<file path="config.mk">
export PLATFORM = sky130hd
export DESIGN_NAME = tomasulo_issue_queue
export DESIGN_NICKNAME = d
export VERILOG_FILES = /design/src/rtl/tomasulo_issue_queue.sv
export SDC_FILE = /design/constraint.sdc
export NUM_CORES = 1
export LEC_CHECK = 0
export CORE_MARGIN = 2
export CORE_UTILIZATION = 60
export DETAILED_ROUTE_END_ITERATION = 10
export PLACE_DENSITY = 0.89
export SYNTH_ARGS = -nofsm -noshare
export SYNTH_HDL_FRONTEND = slang
export SYNTH_SLANG_ARGS = --single-unit
</file>
<file path="constraint.sdc">
create_clock -name clk -period 10 [get_ports clk]
set_input_delay 3 -clock clk [delete_from_list [all_inputs] [get_ports clk]]
set_output_delay 3 -clock clk [all_outputs]
set_load 0.02 [all_outputs]
</file>
<file path="src/rtl/tomasulo_issue_queue.sv">
// In-order issue buffer between decode and the reservation stations, with CDB snooping.
// Optional ISSQ_CDB_FWD_EN: forward a same-cycle CDB broadcast into enqueue and onto the head outputs.
module tomasulo_issue_queue #(
  parameter int unsigned      DEPTH       = 4,
  parameter int unsigned      OP_W        = 6,
  parameter int unsigned      REG_W       = 5,
  parameter int unsigned      TAG_W       = 5,
  parameter int unsigned      DATA_W      = 32,
  parameter logic [TAG_W-1:0] INVALID_TAG = {TAG_W{1'b1}}
) (
  input  logic                      clk,
  input  logic                      rst,
  input  logic                      in_flush,
  input  logic                      in_valid,
  output logic                      out_ready,
  input  logic [OP_W-1:0]           in_operator_type,
  input  logic [REG_W-1:0]          in_reg_3,
  input  logic [DATA_W-1:0]         in_val_1,
  input  logic [DATA_W-1:0]         in_val_2,
  input  logic [TAG_W-1:0]          in_tag_1,
  input  logic [TAG_W-1:0]          in_tag_2,
  input  logic [3:0]                in_ICC_flags,
  input  logic                      in_CDB_broadcast,
  input  logic [TAG_W-1:0]          in_CDB_tag,
  input  logic [DATA_W-1:0]         in_CDB_val,
  output logic                      out_rs_valid,
  input  logic                      in_rs_ready,
  input  logic [TAG_W-1:0]          in_rs_tag,
  output logic [OP_W-1:0]           out_operator_type,
  output logic [DATA_W-1:0]         out_val_1,
  output logic [DATA_W-1:0]         out_val_2,
  output logic [TAG_W-1:0]          out_tag_1,
  output logic [TAG_W-1:0]          out_tag_2,
  output logic [3:0]                out_ICC_flags,
  output logic                      out_bank_enable,
  output logic [REG_W-1:0]          out_bank_reg,
  output logic [TAG_W-1:0]          out_bank_tag,
  output logic [$clog2(DEPTH):0]    out_count,
  output logic                      out_full,
  output logic                      out_empty
);

  localparam int unsigned PTR_W = $clog2(DEPTH);
  localparam int unsigned CNT_W = PTR_W + 1;

  logic [OP_W-1:0]   r_op    [DEPTH];
  logic [REG_W-1:0]  r_reg3  [DEPTH];
  logic [DATA_W-1:0] r_val_1 [DEPTH];
  logic [DATA_W-1:0] r_val_2 [DEPTH];
  logic [TAG_W-1:0]  r_tag_1 [DEPTH];
  logic [TAG_W-1:0]  r_tag_2 [DEPTH];
  logic [3:0]        r_icc   [DEPTH];
  logic [DEPTH-1:0]  r_vld;

  logic [PTR_W-1:0]  r_rd_ptr;
  logic [PTR_W-1:0]  r_wr_ptr;
  logic [CNT_W-1:0]  r_count;
  logic              r_bank_en;
  logic [REG_W-1:0]  r_bank_reg;
  logic [TAG_W-1:0]  r_bank_tag;

  logic              w_cdb_live;
  logic              w_stall;
  logic              w_push;
  logic              w_pop;
  logic [DATA_W-1:0] w_enq_val_1;
  logic [DATA_W-1:0] w_enq_val_2;
  logic [TAG_W-1:0]  w_enq_tag_1;
  logic [TAG_W-1:0]  w_enq_tag_2;

  // A broadcast carrying INVALID_TAG never resolves anything
  assign w_cdb_live = in_CDB_broadcast && (in_CDB_tag != INVALID_TAG);

`ifdef ISSQ_CDB_FWD_EN
  assign w_stall     = 1'b0;
  assign w_enq_val_1 = (w_cdb_live && (in_tag_1 == in_CDB_tag)) ? in_CDB_val  : in_val_1;
  assign w_enq_tag_1 = (w_cdb_live && (in_tag_1 == in_CDB_tag)) ? INVALID_TAG : in_tag_1;
  assign w_enq_val_2 = (w_cdb_live && (in_tag_2 == in_CDB_tag)) ? in_CDB_val  : in_val_2;
  assign w_enq_tag_2 = (w_cdb_live && (in_tag_2 == in_CDB_tag)) ? INVALID_TAG : in_tag_2;
`else
  // Without forwarding, an operand that would miss its broadcast is held off one cycle
  assign w_stall     = in_valid && w_cdb_live &&
                       ((in_tag_1 == in_CDB_tag) || (in_tag_2 == in_CDB_tag));
  assign w_enq_val_1 = in_val_1;
  assign w_enq_tag_1 = in_tag_1;
  assign w_enq_val_2 = in_val_2;
  assign w_enq_tag_2 = in_tag_2;
`endif

  assign out_full     = (r_count == CNT_W'(DEPTH));
  assign out_empty    = (r_count == '0);
  assign out_count    = r_count;
  assign out_ready    = !out_full && !w_stall;
  assign out_rs_valid = !out_empty;

  assign w_push = in_valid && out_ready && !in_flush;
  assign w_pop  = out_rs_valid && in_rs_ready && !in_flush;

  assign out_operator_type = r_op[r_rd_ptr];
  assign out_ICC_flags     = r_icc[r_rd_ptr];

`ifdef ISSQ_CDB_FWD_EN
  always_comb begin
    out_val_1 = r_val_1[r_rd_ptr];
    out_tag_1 = r_tag_1[r_rd_ptr];
    out_val_2 = r_val_2[r_rd_ptr];
    out_tag_2 = r_tag_2[r_rd_ptr];
    if (w_cdb_live && (r_tag_1[r_rd_ptr] == in_CDB_tag)) begin
      out_val_1 = in_CDB_val;
      out_tag_1 = INVALID_TAG;
    end
    if (w_cdb_live && (r_tag_2[r_rd_ptr] == in_CDB_tag)) begin
      out_val_2 = in_CDB_val;
      out_tag_2 = INVALID_TAG;
    end
  end
`else
  assign out_val_1 = r_val_1[r_rd_ptr];
  assign out_tag_1 = r_tag_1[r_rd_ptr];
  assign out_val_2 = r_val_2[r_rd_ptr];
  assign out_tag_2 = r_tag_2[r_rd_ptr];
`endif

  assign out_bank_enable = r_bank_en;
  assign out_bank_reg    = r_bank_reg;
  assign out_bank_tag    = r_bank_tag;

  // Pointers, occupancy, entry valid bits and the rename pulse
  always_ff @(posedge clk) begin
    if (rst) begin
      r_rd_ptr   <= '0;
      r_wr_ptr   <= '0;
      r_count    <= '0;
      r_vld      <= '0;
      r_bank_en  <= 1'b0;
      r_bank_reg <= '0;
      r_bank_tag <= '0;
    end else begin
      r_bank_en <= w_pop;
      if (w_pop) begin
        r_bank_reg <= r_reg3[r_rd_ptr];
        r_bank_tag <= in_rs_tag;
      end
      if (in_flush) begin
        r_rd_ptr <= '0;
        r_wr_ptr <= '0;
        r_count  <= '0;
        r_vld    <= '0;
      end else begin
        if (w_push) begin
          r_wr_ptr        <= r_wr_ptr + PTR_W'(1);
          r_vld[r_wr_ptr] <= 1'b1;
        end
        if (w_pop) begin
          r_rd_ptr        <= r_rd_ptr + PTR_W'(1);
          r_vld[r_rd_ptr] <= 1'b0;
        end
        r_count <= r_count + CNT_W'(w_push) - CNT_W'(w_pop);
      end
    end
  end

  // Entry payload: CDB snoop first, a new enqueue into the same slot overrides it
  for (genvar i = 0; i < DEPTH; i++) begin : g_entry
    always_ff @(posedge clk) begin
      if (r_vld[i] && w_cdb_live && (r_tag_1[i] == in_CDB_tag)) begin
        r_val_1[i] <= in_CDB_val;
        r_tag_1[i] <= INVALID_TAG;
      end
      if (r_vld[i] && w_cdb_live && (r_tag_2[i] == in_CDB_tag)) begin
        r_val_2[i] <= in_CDB_val;
        r_tag_2[i] <= INVALID_TAG;
      end
      if (w_push && (r_wr_ptr == PTR_W'(i))) begin
        r_op[i]    <= in_operator_type;
        r_reg3[i]  <= in_reg_3;
        r_val_1[i] <= w_enq_val_1;
        r_tag_1[i] <= w_enq_tag_1;
        r_val_2[i] <= w_enq_val_2;
        r_tag_2[i] <= w_enq_tag_2;
        r_icc[i]   <= in_ICC_flags;
      end
    end
  end

endmodule

</file>
# Word-level counts from Yosys, hierarchy flattened
# Memories as Yosys holds them, arrays and structs flattened. A register that Yosys moved wholly into a read port is not among the register bits.
# Index checks and enable logic that the tools add are counted.
# totals
ff_bits,17
mem_bits_rw,356
inputBits,137
n_memories,7
# classes
addsub,4
n_lt_le_gt_ge,4
eq_ne,15
mux,87
n_bitwise,19
n_reduce_logical,43
# mem_list
name,depth,width,read_ports,rd_clocked_by_memory_dff,write_ports,line_no,rtl
r_val_1,4,32,1,1,4,48,logic [DATA_W-1:0] r_val_1 [DEPTH];
r_val_2,4,32,1,1,4,49,logic [DATA_W-1:0] r_val_2 [DEPTH];
r_op,4,6,1,1,1,46,logic [OP_W-1:0] r_op [DEPTH];
r_reg3,4,5,1,1,1,47,logic [REG_W-1:0] r_reg3 [DEPTH];
r_tag_1,4,5,5,1,4,50,logic [TAG_W-1:0] r_tag_1 [DEPTH];
r_tag_2,4,5,5,1,4,51,logic [TAG_W-1:0] r_tag_2 [DEPTH];
+1 memories,-,-,-,-,-,-,
# op_table
operator,count
$mux W32,8
$mux W5,11
$eq A5 B5 Y1,10
$mux W2,21
$mux W1,35
$mux W4,7
$logic_and A1 B1 Y1,26
$mux W6,3
$reduce_or A6 Y1,3
$or A1 B1 Y1,16
$reduce_or A5 Y1,3
$reduce_or A4 Y1,3
$lt A2 B3 Y1 const B,2
$ne A5 B5 Y1 const B,1
$add A2 B1 Y2 const B,2
$and A4 B4 Y4,1
$demux W1 S2,2
$eq A2 B2 Y1 const B,2
$ge A2 B1 Y1 const B,2
$logic_not A1 Y1,4
$not A4 Y4,1
$or A4 B4 Y4,1
$add A3 B1 Y3,1
$eq A3 B3 Y1 const B,1
other kinds (6),6

# Depth between registers and ports, before layout
# Gate-level depths: netlist (run 1).
# logic_depth
ltp_word,15
ltp_mapped,15
mapped_depth_nobuf,13

# Worst setup path after synthesis (run 1)
# No wires, ideal clock.
# synth_timing
path_kind,input-to-output
startpoint,input in_CDB_tag[2]
endpoint,output out_ready
t_arrival_ps,4272
t_required_ps,7000
slack_ps,2728
stages,6
path_cell_list,buf_4 > nand3_1 > o21a_1 > buf_2 > clkbuf_1 > a31oi_1
# synth_via
elab_chain_cells,6
# synth_rtl
item,line_no,rtl
start: declaration,24,"input logic [TAG_W-1:0] in_CDB_tag,"
$ne A5 B5 Y1,72,assign w_cdb_live = in_CDB_broadcast && (in_CDB_tag != INVALID_TAG);
$logic_and A1 B1 Y1,72,
$logic_and A1 B1 Y1,82,assign w_stall = in_valid && w_cdb_live &&
$logic_and A1 B1 Y1 (*),82,
$logic_not A1 Y1 (*),93,assign out_ready = !out_full && !w_stall;
$logic_and A1 B1 Y1 (*),93,
end: declaration,15,"output logic out_ready,"
# Mark *: on every way between the ends. The rest lies on a longest branch, timed or not.

# Final worst setup path (run 1)
# layout_timing
startpoint,input in_CDB_tag[0]
endpoint,output out_ready
# The elaborated chain is that of the path after synthesis.

==> flow_summary.json, run 1 <==
{
  "syn_area_per_cell_um2": 17.9,
  "track_usage_pct": 27.6,
  "ir_drop_mv": 0.124,
  "finalNonFillerCells": 1668,
  "synthToLayoutAreaGrowth_pct": 22.1,
  "route.final.wire_length_um": 42800,
  "synth_cell_types": 36,
  "path_cells": "clkdlybuf4s50_1, xnor2_1, nand3_1, o22ai_4, a31oi_1, clkdlybuf4s50_1",
  "die_area_mm2": 0.0315,
  "clk_pin_slew_ns": 0.06,
  "critical_path_required_ns": 7.00,
  "grt_pass1_wl_um": 64600,
  "fillers": 1770,
  "post-cts-setup-buffers": 0,
  "htreeDepth": 2,
  "cts_tree": "done",
  "drt_iter0_drc": 885,
  "reg.largest.list": "r_val_1 x128, r_val_2 x128, r_op x24",
  "vias": 10400,
  "globalRouteOverflowTotal": 0,
  "synth.yosys.seq_area_share_pct": 61.9,
  "endpoint_kind": "primary output",
  "synth_area_leaders": "edfxtp_1 (59%), mux2_2 (14%), mux4_2 (11%), dfxtp_1 (2.7%), xnor2_1 (2.5%)",
  "place_hpwl_um": 25700,
  "slew_headroom_pct": 27.3,
  "routed_via_density": 6.23,
  "power_density_mw_per_mm2": 161,
  "critical_path_class": "input port to primary output",
  "clock_sinks": 380,
  "synth_warnings": 0,
  "slew_violations": 0,
  "fin_tns_setup_ns": 0,
  "rows": 63,
  "fin_crit_ns": 8.50,
  "cellLeakagePower_uw": 0.00700,
  "drt_pass1_iterations": 5,
  "cts-root-buf": "clkbuf_16",
  "antenna_found_initial": 4,
  "status": "finished clean",
  "max-clock-path-buffers": 3,
  "wl_per_cell_um": 25.7,
  "cts_resized": 0,
  "cts_buffers": 40,
  "synth_cells": 1011,
  "gp_congestion": 0.788,
  "grt_pass1_vias": 11000,
  "synth_top_area_share_pct": 59.2,
  "fmax_mhz": 118,
  "fin_nets": 1394,
  "drc": 0,
  "place_ws_ns": 1.53,
  "clk_latency_ns": 0.53,
  "maxCapViolCount": 0,
  "synth-async-reset-ratio_pct": 0,
  "syn_area_mm2": 0.0181,
  "cp_max_fo": 11,
  "hold_path.class": "flip-flop to flip-flop",
  "drive_gt1_share_pct": 33.9,
  "crit_path_frequent_cell": "clkdlybuf4s50_1",
  "placedCellCount": 1594,
  "slowest_delay_ns": 0.90,
  "start_util_pct": 60.9,
  "fp.dieW_um": 177,
  "rsz0062_at_grt": "false",
  "hold_buffers": 0,
  "timing.final.hold_violations": 0,
  "grt_start_max_net_pins": 69,
  "tightest_slew_ns": 1.09,
  "period_share_pct": 85.0,
  "die_y_um": 177,
  "synth_fp_nets": 1159,
  "core-area_mm2": 0.0296,
  "io_buffers": 238,
  "io_pins": 239,
  "synth_ff_type": "edfxtp_1",
  "cp-start-kind": "input port",
  "fin_ws_ns": 1.50,
  "finalClockSkew_ns": 0.0133,
  "synth_top_cell_by_area": "edfxtp_1",
  "worstPathArrival_ns": 5.50,
  "synth-edff-count": 356,
  "setup_viol": 0,
  "yosys_register_bits": 380,
  "critical-path-slowest-cell": "clkdlybuf4s50_1",
  "route.antenna.remaining_nets": 0
}
placed cells by master (no fill, tap or decap), types with 2 or more instances in the layout:
cell type	netlist	layout
o21bai_4	0	8
dfxtp_4	0	2
edfxtp_1	356	356
o21a_1	5	5
nand2_1	32	32
nand4_1	10	10
mux2_4	24	24
diode_2	0	2
xnor2_1	52	52
and2_1	2	2
nand2b_1	42	42
nand3_1	13	13
clkinv_2	0	4
nor2_1	6	6
buf_4	2	19
bufinv_16	0	2
mux4_2	89	89
nor3b_2	2	2
clkdlybuf4s50_1	0	238
clkbuf_1	16	10
clkbuf_16	0	42
clkinv_1	0	12
a21oi_4	4	4
dfxtp_1	24	22
ha_1	10	10
a21oi_1	15	15
a31oi_1	2	2
mux2_2	232	232
inv_1	8	8
routing by layer:
metal  part of all wire [%]  wire (um)  global-route usage (%)
met1                     39      16600                    35.4
met2                     50      21300                    46.2
met3                    7.4       3160                    5.63
met4                    4.0       1700                    11.5
met5                  0.030         13                       0
final cells by class:
class                   count  area, um^2  area share, %
clock inverters            19         141          0.641
repair buffers            257        2520           11.5
diodes                      2        5.00         0.0227
multi-input cells         559        6570           29.8
inverters                   8        30.0          0.136
well taps                 390         488           2.21
flip-flops and latches    380       11200           50.7
clock buffers              53        1100           5.00
critical path: cells and delay by family:
kind,cells,cell delay (ns)
AO/OA/AOI/OAI,2,0.63
XOR/XNOR,1,0.19
buffers and inverters,2,1.49
AND/OR/NAND/NOR,1,0.18
Yosys cell counts (2+ instances only):
cell type and n:
nor3b_2 2, mux4_2 89, mux2_2 232, buf_6 11, xnor2_1 52, nand2_1 32
nand2b_1 42, nor2_1 6, edfxtp_1 356, o21a_1 5, buf_1 3, inv_1 8
ha_1 10, nand4_1 10, dfxtp_1 24, nand3_1 13, and2_1 2, mux2_4 24
buf_4 2, a21oi_1 15, a31oi_1 2, a21oi_4 4, clkbuf_1 16, buf_2 32
o21bai_1 8
through the flow:
stage               util [%]  power [uW]  area, um^2  hold WS (ns)
floorplan                  -        2000       18100         0.462
global placement        70.2        2160       20800         0.441
detailed placement      70.2        2170       20800         0.454
CTS                     74.4        3560       22000         0.462
global route            74.4        3650       22000         0.487
finish                  74.4        3550       22000         0.459
cell families (layout without fill, tap and decap cells):
logic type	Yosys count	count (layout)	share of synthesized area, %
flops	380	380	61.9
fa+ha+maj	11	11	0.804
xor+xnor	53	53	2.57
other cells	0	2	0
compound gates	37	37	1.57
mux	345	345	27.6
simple gates	113	113	3.39
buf+inv	72	337	2.22
final timing paths:
path / slack, ns / cells past startpoint / from / to
max reg2reg: 6.44 / 7 / out_count[1] / r_val_1[2][0]
min reg2reg: 0.46 / 2 / out_bank_reg[4] / out_bank_reg[4]
min: 0.46 / 2 / out_bank_reg[4] / out_bank_reg[4]
max: 1.50 / 6 / in_CDB_tag[0] / out_ready
power by group:
group | internal [uW] | switching, uW | leakage [uW]
Clock | 825 | 586 | 0.000606
Sequential | 1770 | 12.4 | 0.00350
Combinational | 188 | 163 | 0.00289
Total | 2790 | 761 | 0.00700
Power figures use the tool's default switching activity.
==> inputs of run 2 (changes only) <==
--- a/config.mk
+++ b/config.mk
@@ -6,9 +6,9 @@
 export NUM_CORES = 1
 export LEC_CHECK = 0
 export CORE_MARGIN = 2
-export CORE_UTILIZATION = 60
+export CORE_UTILIZATION = 50
 export DETAILED_ROUTE_END_ITERATION = 10
-export PLACE_DENSITY = 0.89
+export PLACE_DENSITY = 0.79
 export SYNTH_ARGS = -nofsm -noshare
 export SYNTH_HDL_FRONTEND = slang
 export SYNTH_SLANG_ARGS = --single-unit
==> constraint.sdc (replaced) <==
create_clock -name clk -period 7.8 [get_ports clk]
set_input_delay 2.34 -clock clk [delete_from_list [all_inputs] [get_ports clk]]
set_output_delay 2.34 -clock clk [all_outputs]
set_load 0.02 [all_outputs]
==> flow_summary.json, run 2 (synthesis results as in run 1) <==
{
  "status": "finished clean",
  "drt_iter0_drc": 726,
  "io_pins": 239,
  "slew_headroom_pct": 33.3,
  "htreeDepth": 2,
  "io_buffers": 238,
  "timing.final.hold_violations": 0,
  "drt_pass1_iterations": 4,
  "fp.dieW_um": 194,
  "period_share_pct": 89.8,
  "hold_path.class": "flip-flop to flip-flop",
  "r2r-end": "out_count[2]",
  "power_density_mw_per_mm2": 208,
  "dr_wl_met3_um": 2700,
  "hold_buffers": 0,
  "slowest_delay_ns": 0.72,
  "ir_drop_mv": 0.178,
  "rsz0062_at_grt": "false",
  "hold_end": "out_bank_tag[2]",
  "setup_viol": 0,
  "whs_path_depth": 2,
  "grt_start_max_net_pins": 61,
  "place_hpwl_um": 26000,
  "drc": 0,
  "mostFrequentLayoutCell": "edfxtp_1",
  "core-area_mm2": 0.0356,
  "die_y_um": 194,
  "grt_pass1_vias": 10900,
  "route.final.wire_length_um": 42800,
  "timing.hold.ws_ns": 0.452,
  "fin_ws_ns": 0.794,
  "wl_per_cell_um": 24.5,
  "clk_latency_ns": 0.54,
  "reg.largest.list": "r_val_1 x128, r_val_2 x128, r_op x24",
  "place_ws_ns": 0.798,
  "cp-start-kind": "input port",
  "hold_start": "out_bank_tag[2]",
  "cellLeakagePower_uw": 0.00706,
  "cts_tree": "done",
  "endpoint_kind": "primary output",
  "routed_via_density": 5.74,
  "antenna_found_initial": 4,
  "tightest_slew_ns": 1.00,
  "max-clock-path-buffers": 3,
  "fin_crit_ns": 7.01,
  "fin_nets": 1400,
  "cts_resized": 0,
  "reg2reg_from": "out_count[1]",
  "crit_buf_inv": 2,
  "critical-path-slowest-cell": "clkdlybuf4s50_1",
  "clock_sinks": 380,
  "finalClockSkew_ns": 0.0192,
  "start_util_pct": 50.8,
  "critical_path.top_delay_family": "buffers and inverters",
  "cts_buffers": 41,
  "post-route-util_pct": 62.6,
  "reg2reg_depth": 12,
  "path_cells": "clkdlybuf4s50_1, xnor2_1, nand3_1, o22ai_4, a31oi_1, clkdlybuf4s50_1",
  "fin_tns_setup_ns": 0,
  "gp_congestion": 0.801,
  "wl_met2_um": 21700,
  "cp_max_fo": 10,
  "fmax_mhz": 143,
  "layout_common_cells": "edfxtp_1 (356), clkdlybuf4s50_1 (238), mux2_2 (232)",
  "slew_violations": 0,
  "synthToLayoutAreaGrowth_pct": 23.3,
  "top_layer": "met5",
  "worstPathArrival_ns": 4.67,
  "route.antenna.remaining_nets": 0,
  "crit_path_frequent_cell": "clkdlybuf4s50_1",
  "cts-root-buf": "clkbuf_16",
  "vias": 10000,
  "maxCapViolCount": 0,
  "post-cts-setup-buffers": 0,
  "critical_path_required_ns": 5.46,
  "wl_met1_um": 17600,
  "die_area_mm2": 0.0376,
  "track_usage_pct": 22.8,
  "critical_path_class": "input port to primary output",
  "rrSetupSlack_ns": 4.66,
  "clk_pin_slew_ns": 0.06,
  "rows": 69,
  "globalRouteOverflowTotal": 0,
  "grt_pass1_wl_um": 65600,
  "drive_gt1_share_pct": 34.8
}
[run 2: cell count changes in the layout (fill, tap and decap cells not counted), moves of 2 or more]
| cell | delta |
|---|---|
| clkbuf_1 | -2 |
| clkinv_2 | +3 |
| clkinv_1 | -4 |
| buf_4 | +4 |
[run 2: worst max-delay path by stage]
stage | start | endpoint | slack [ns] | depth (start not counted)
6_report | in_CDB_tag[2] | out_ready | 0.79 | 6
4_1_cts | in_CDB_tag[2] | out_ready | 0.79 | 6
2_1_floorplan | in_CDB_tag[2] | out_ready | 1.85 | 6
5_1_grt | in_CDB_tag[2] | out_ready | 0.67 | 6
3_5_place_dp | in_CDB_tag[2] | out_ready | 0.80 | 6
3_3_place_gp | in_CDB_tag[2] | out_ready | 0.80 | 6
[run 2: layout make-up]
cell class,instances,area [um^2]
fillers,2568,13300
well taps,461,577
diodes,2,5.00
clock buffers,51,1090
inverters,8,30.0
flip-flops and latches,380,11200
clock inverters,24,219
repair buffers,262,2570
multi-input cells,559,6570
[run 2: metal layers]
layer	global-route usage, %	vias to the layer above
li1	-	4488
met1	29.5	5140
met2	39.2	331
met3	4.92	66
met4	5.84	2
met5	0	-
[run 2: report_power, final]
| part | total, uW | internal (uW) | switching, uW |
|---|---|---|---|
| Clock | 1890 | 1100 | 788 |
| Combinational | 450 | 243 | 206 |
| Sequential | 2290 | 2270 | 14.9 |
[run 2: per-stage QoR]
stage               cell area, um^2  total power [uW]  cells
global placement              20900              2770   1670
detailed placement            20900              2780   1670
floorplan                     18100              2570   1011
finish                        22300              4630   1747
global route                  22300              4780   1747
CTS                           22200              4670   1745
[run 2: tightest hold or removal path: stages, from the launching register on]
cell and delay, ns:
dfxtp_1 0.31, nand2_1 0.05, a21oi_1 0.05
